<file path="src/rtl/cpu_ctrl_pkg.sv">
// Shared encodings for the multi-cycle CPU control path: opcodes, functs,
// ALU operations, FSM states and datapath mux selects.
package cpu_ctrl_pkg;

  localparam logic [5:0] OP_RTYPE = 6'b000000;
  localparam logic [5:0] OP_ADDI  = 6'b001000;
  localparam logic [5:0] OP_BEQ   = 6'b000100;
  localparam logic [5:0] OP_ORI   = 6'b001101;
  localparam logic [5:0] OP_LUI   = 6'b001111;

  localparam logic [5:0] FUNC_ADD  = 6'b010011;
  localparam logic [5:0] FUNC_SUB  = 6'b010001;
  localparam logic [5:0] FUNC_AND  = 6'b010100;
  localparam logic [5:0] FUNC_OR   = 6'b010110;
  localparam logic [5:0] FUNC_SLT  = 6'b110000;
  localparam logic [5:0] FUNC_NOR  = 6'b010101;
  localparam logic [5:0] FUNC_SLL  = 6'b000000;
  localparam logic [5:0] FUNC_SRL  = 6'b000010;
  localparam logic [5:0] FUNC_SLLV = 6'b000110;
  localparam logic [5:0] FUNC_SRLV = 6'b000100;

  localparam logic [3:0] ALU_AND  = 4'b0000;
  localparam logic [3:0] ALU_OR   = 4'b0001;
  localparam logic [3:0] ALU_ADD  = 4'b0010;
  localparam logic [3:0] ALU_SUB  = 4'b0110;
  localparam logic [3:0] ALU_SLT  = 4'b0111;
  localparam logic [3:0] ALU_SLL  = 4'b1000;
  localparam logic [3:0] ALU_SRL  = 4'b1001;
  localparam logic [3:0] ALU_SLLV = 4'b1010;
  localparam logic [3:0] ALU_SRLV = 4'b1011;
  localparam logic [3:0] ALU_NOR  = 4'b1100;

  // Four bits wide so that unused encodings exist and can be steered back to FETCH.
  typedef enum logic [3:0] {
    FETCH  = 4'd0,
    DECODE = 4'd1,
    EXEC_R = 4'd2,
    EXEC_I = 4'd3,
    WB_R   = 4'd4,
    WB_I   = 4'd5,
    BRANCH = 4'd6,
    TRAP   = 4'd7
  } state_e;

  localparam logic [1:0] SRCA_PC    = 2'd0;
  localparam logic [1:0] SRCA_REG   = 2'd1;
  localparam logic [1:0] SRCA_SHAMT = 2'd2;

  localparam logic [2:0] SRCB_REG      = 3'd0;
  localparam logic [2:0] SRCB_FOUR     = 3'd1;
  localparam logic [2:0] SRCB_SIMM     = 3'd2;
  localparam logic [2:0] SRCB_SIMM_SH2 = 3'd3;
  localparam logic [2:0] SRCB_ZIMM     = 3'd4;
  localparam logic [2:0] SRCB_IMM_HI   = 3'd5;

endpackage

</file>
<file path="src/rtl/alu_decoder.sv">
// Combinational R-type funct decoder: ALU operation plus a flag saying
// whether the funct is one the datapath implements.
module alu_decoder
  import cpu_ctrl_pkg::*;
(
  input  logic [5:0] funct_i,
  output logic [3:0] alu_ctrl_o,
  output logic       legal_o
);

  always_comb begin
    alu_ctrl_o = ALU_ADD;
    legal_o    = 1'b1;
    case (funct_i)
      FUNC_ADD:  alu_ctrl_o = ALU_ADD;
      FUNC_SUB:  alu_ctrl_o = ALU_SUB;
      FUNC_AND:  alu_ctrl_o = ALU_AND;
      FUNC_OR:   alu_ctrl_o = ALU_OR;
      FUNC_SLT:  alu_ctrl_o = ALU_SLT;
      FUNC_NOR:  alu_ctrl_o = ALU_NOR;
      FUNC_SLL:  alu_ctrl_o = ALU_SLL;
      FUNC_SRL:  alu_ctrl_o = ALU_SRL;
      FUNC_SLLV: alu_ctrl_o = ALU_SLLV;
      FUNC_SRLV: alu_ctrl_o = ALU_SRLV;
      default:   legal_o    = 1'b0;
    endcase
  end

endmodule

</file>
<file path="src/rtl/multicycle_ctrl.sv">
// Control FSM for the shared-ALU multi-cycle datapath: sequences fetch,
// decode, execute and writeback, and keeps cycle / retired-instruction counts.
module multicycle_ctrl
  import cpu_ctrl_pkg::*;
#(
  parameter int CNT_W   = 32,
  parameter int STATE_W = 4
) (
  input  logic               clk_i,
  input  logic               rst_n,
  input  logic [5:0]         opcode_i,
  input  logic [5:0]         funct_i,
  input  logic               zero_i,
  input  logic               imem_ack_i,
  output logic               imem_req_o,
  output logic               ir_write_o,
  output logic               pc_write_o,
  output logic               pc_src_o,
  output logic [1:0]         alu_src_a_o,
  output logic [2:0]         alu_src_b_o,
  output logic [3:0]         alu_ctrl_o,
  output logic               reg_write_o,
  output logic               reg_dst_o,
  output logic               trap_o,
  output logic [STATE_W-1:0] state_o,
  output logic [CNT_W-1:0]   cycle_cnt_o,
  output logic [CNT_W-1:0]   instret_o
);

  state_e            state_q, state_d;
  logic [CNT_W-1:0]  cycleCnt_q, instret_q;
  logic [3:0]        decAlu;
  logic              decLegal;
  logic              irWrite, pcWrite, regWrite, trapFlag, retire;

  alu_decoder u_alu_decoder (
    .funct_i    (funct_i),
    .alu_ctrl_o (decAlu),
    .legal_o    (decLegal)
  );

  always_ff @(posedge clk_i) begin
    if (!rst_n) begin
      state_q    <= FETCH;
      cycleCnt_q <= '0;
      instret_q  <= '0;
    end else begin
      state_q    <= state_d;
      cycleCnt_q <= cycleCnt_q + CNT_W'(1);
      if (retire) instret_q <= instret_q + CNT_W'(1);
    end
  end

  always_comb begin
    state_d     = state_q;
    imem_req_o  = 1'b0;
    irWrite     = 1'b0;
    pcWrite     = 1'b0;
    pc_src_o    = 1'b0;
    alu_src_a_o = SRCA_PC;
    alu_src_b_o = SRCB_REG;
    alu_ctrl_o  = ALU_ADD;
    regWrite    = 1'b0;
    reg_dst_o   = 1'b0;
    trapFlag    = 1'b0;
    retire      = 1'b0;
    case (state_q)
      FETCH: begin
        imem_req_o  = 1'b1;
        alu_src_b_o = SRCB_FOUR;
        if (imem_ack_i) begin
          irWrite = 1'b1;
          pcWrite = 1'b1;
          state_d = DECODE;
        end
      end
      // Branch target is computed speculatively here so BRANCH only needs the compare.
      DECODE: begin
        alu_src_b_o = SRCB_SIMM_SH2;
        case (opcode_i)
          OP_RTYPE:               state_d = decLegal ? EXEC_R : TRAP;
          OP_ADDI, OP_ORI, OP_LUI: state_d = EXEC_I;
          OP_BEQ:                 state_d = BRANCH;
          default:                state_d = TRAP;
        endcase
      end
      EXEC_R: begin
        alu_src_a_o = (decAlu == ALU_SLL || decAlu == ALU_SRL) ? SRCA_SHAMT : SRCA_REG;
        alu_ctrl_o  = decAlu;
        state_d     = WB_R;
      end
      EXEC_I: begin
        alu_src_a_o = SRCA_REG;
        case (opcode_i)
          OP_ORI: begin
            alu_src_b_o = SRCB_ZIMM;
            alu_ctrl_o  = ALU_OR;
          end
          OP_LUI:  alu_src_b_o = SRCB_IMM_HI;
          default: alu_src_b_o = SRCB_SIMM;
        endcase
        state_d = WB_I;
      end
      WB_R: begin
        regWrite  = 1'b1;
        reg_dst_o = 1'b1;
        retire    = 1'b1;
        state_d   = FETCH;
      end
      WB_I: begin
        regWrite = 1'b1;
        retire   = 1'b1;
        state_d  = FETCH;
      end
      BRANCH: begin
        alu_src_a_o = SRCA_REG;
        alu_ctrl_o  = ALU_SUB;
        pc_src_o    = 1'b1;
        pcWrite     = zero_i;
        retire      = 1'b1;
        state_d     = FETCH;
      end
      TRAP: begin
        trapFlag = 1'b1;
        state_d  = TRAP;
      end
      default: state_d = FETCH;
    endcase
  end

  // Reset masks every write strobe and the trap flag immediately, whatever state is held.
  assign ir_write_o  = irWrite  & rst_n;
  assign pc_write_o  = pcWrite  & rst_n;
  assign reg_write_o = regWrite & rst_n;
  assign trap_o      = trapFlag & rst_n;
  assign state_o     = STATE_W'(state_q);
  assign cycle_cnt_o = cycleCnt_q;
  assign instret_o   = instret_q;

endmodule
</file>
<file path="config.mk">
export PLATFORM = sky130hd
export DESIGN_NAME = multicycle_ctrl
export DESIGN_NICKNAME = d
export VERILOG_FILES = /design/src/rtl/cpu_ctrl_pkg.sv /design/src/rtl/alu_decoder.sv /design/src/rtl/multicycle_ctrl.sv
export SDC_FILE = /design/constraint.sdc
export NUM_CORES = 1
export LEC_CHECK = 0
export BUFFER_PORTS_ARGS = -buffer_cell sky130_fd_sc_hd__buf_2
export CORE_MARGIN = 2
export CORE_UTILIZATION = 35
export DETAILED_ROUTE_END_ITERATION = 10
export RECOVER_POWER = 100
export SLEW_MARGIN = 20
export SYNTH_ARGS = -nofsm -noshare
export SYNTH_HDL_FRONTEND = slang
export SYNTH_SLANG_ARGS = --single-unit
</file>
<file path="constraint.sdc">
create_clock -name clk_i -period 3.5 [get_ports clk_i]
set_input_delay 0.35 -clock clk_i [delete_from_list [all_inputs] [get_ports clk_i]]
set_output_delay 0.35 -clock clk_i [all_outputs]
set_load 0.005 [all_outputs]
</file>
==> impl_metrics.ini <==
[global_route]
grt_use_met1_pct = 21.7
grt_pass1_vias = 3310
busiest_layer = met2
overflow = 0
met2_usage_pct = 27.9
antenna_found_initial = 0
met3_usage_pct = 3.18
grtUsageTotal_pct = 16.8
grt_pass1_wl_um = 15500
grt_max_degree = 32

[layout]
diodes = 0
mostFrequentLayoutCells = dfxtp_1 (67), clkbuf_1 (50), buf_2 (48), nand2_1 (35)
nNetsFinal = 546
syn_to_final_growth_pct = 21.0
fillCellCount = 1041
multi_input_area_um2 = 2080
regArea_um2 = 1340
final_common_cell = dfxtp_1
drive_gt1_share_pct = 14.1

[sta]
period_minus_slack_ps = 2610
max_freq_ghz = 0.383
final-max-slew-violation-count = 0
final-hold-violation-count = 0
fin_skew_ps = 8.04
rsz0062_at_grt = false
max_slew_margin_pct = 3.84
fin_setup_tns_ps = 0
tightest_slew_ps = 1440
setup_ws_ps = 887
fin_crit_sh_pct = 74.6
finalSetupViolations = 0

[setup_path]
critPathKind = reg2reg
path_buf_inv = 0
cp_max_fo = 17
arrival_ps = 2850
critPathMaxStageDelay_ps = 620
slowest_stage = nand4_1
crit_path_end_kind = flip-flop
crit_family = simple AND/OR/NAND/NOR gates
critical_path.cell_chain = a21boi_2, nand4_1, or4_1, a21oi_1
cp.required_ps = 3740
start_kind = flip-flop

[logic_synthesis]
yosysSeqAreaShare_pct = 37.5
ys_seq_elements = 67
yosys-top-cells-area = dfxtp_1 (38%), a21oi_1 (4.5%), xor2_1 (3.9%)
synth_flop_cell = dfxtp_1
yosysTopAreaCellShare_pct = 37.5
synth_edf_count = 0
syn_inst = 438
synthArstFlopShare_pct = 0
synthesis.area_um2 = 3570
synth_top_cell_by_area = dfxtp_1
yosysWarnings = 0
syn_avg_cell_area_um2 = 8.16
synthesis.nets = 456
synth_cell_types = 51

[detailed_routing]
drt_iter0_drc = 177
via_count = 3625
routed_wirelength_um = 9400
drtAntennaViolNets = 0
wire_per_inst_um = 14.1
drc = 0
dr.pass1.iters = 4
viasPerCell = 5.44

[outcome]
status = finished, final reports clean

[floorplan]
fp.dieArea_um2 = 11000
die_h_um = 105
die_w_um = 105
initial_utilization_pct = 36.2
num_rows = 36
boundaryPins = 100
core-area_um2 = 9860

[clocking]
cts_tree = done
cts_resized = 0
cts_hold_buf = 0
cts.path.max_buffers = 2
clkLatencyLatePin_ps = 330
clock-sinks = 67
clk_pin_slew_ps = 70
htreeDepth = 3
cts_inserted_buffers = 9
root_buffer = clkbuf_8
post-cts-setup-buffers = 0

[placed_design]
dpl_worst_slack_ps = 1040
portBuffers = 98
place_congestion = 0.776
hpwlAfterDp_um = 6650

[power]
leakage_nw = 1.52
powerDensity_nw_per_um2 = 393
ir_drop_mv = 0.199

[run]
cap_violations = 0

[min_path]
min_path_type = reg2reg
## final timing paths
check,start,to,slack [ps],cells past startpoint
setup reg to reg,state_o[2]$_SDFFE_PN0P_,instret_o[29]$_SDFFE_PN0P_,890,4
hold / removal,cycle_cnt_o[31]$_SDFF_PN0_,cycle_cnt_o[31]$_SDFF_PN0_,470,2
hold reg to reg,cycle_cnt_o[31]$_SDFF_PN0_,cycle_cnt_o[31]$_SDFF_PN0_,470,2
setup / recovery,state_o[2]$_SDFFE_PN0P_,instret_o[29]$_SDFFE_PN0P_,890,4
## through the flow
stage | std cells | hold slack [ps] | instance area (um^2) | total power, mW | util, %
after floorplan | 438 | 459 | 3570 | 0.875 | -
after global placement | 650 | 452 | 4150 | 0.923 | 42.1
after detailed placement | 650 | 459 | 4150 | 0.925 | 42.1
after CTS | 666 | 470 | 4400 | 1.73 | 44.6
after global routing | 666 | 497 | 4330 | 1.77 | 43.9
final | 666 | 467 | 4330 | 1.70 | 43.9
## flip-flops by register name, indices dropped and copies added, names as in the netlist
signal,flops
state_o,3
instret_o,32
cycle_cnt_o,32
## layout make-up
type / count / share of cell area (%)
flip-flops and latches: 67 / 31.0
inverters: 13 / 1.13
clock buffers: 10 / 3.18
repair buffers: 100 / 10.1
clock inverters: 6 / 2.57
multi-input cells: 337 / 48.1
well taps: 133 / 3.85
## where the power goes
group,leakage [nW],internal (mW),switching (mW)
Combinational,0.861,0.0426,0.0678
Clock,0.123,0.494,0.305
Sequential,0.541,0.770,0.0217
## synth_stat cells (3+ instances only)
cell type	count
dfxtp_1	67
nand2_1	35
a21oi_1	32
nor2_1	32
nand3_1	25
o21ai_0	18
nand4_1	17
or4_1	17
o31ai_1	16
xor2_1	16
clkbuf_1	14
nand2b_1	14
or3_1	14
inv_1	12
nor3_1	10
and3_1	8
nor4_1	8
and4_1	7
and2_1	6
mux2i_1	6
nor3b_1	6
o311ai_0	6
o41ai_1	6
nor2b_1	5
xnor2_1	5
buf_2	4
a211oi_1	3
## layer usage
layer | vias to the layer above | wire length (um)
li1 | 1819 | -
met1 | 1710 | 4360
met2 | 83 | 4520
met3 | 13 | 386
met4 | 0 | 129
met5 | - | 0
## worst reg2reg max path: stages (launching register included)
cell and delay, ps:
dfxtp_1 580, a21boi_2 570, nand4_1 630, or4_1 600, a21oi_1 150
## logic make-up (layout without fill, tap and decap cells)
logic type,count (synthesis),after routing,share of synthesized area [%]
adders and majority gates,2,2,0.700
and+or+nand+nor,216,216,34.5
xor gates and xnor gates,21,21,5.15
DFF,67,67,37.5
buffers and inverters,34,129,4.02
muxes,6,6,1.68
other,1,1,0.105
AOI/OAI and AO/OA,91,91,16.3
Note: power is estimated with default switching activity, not from simulation.
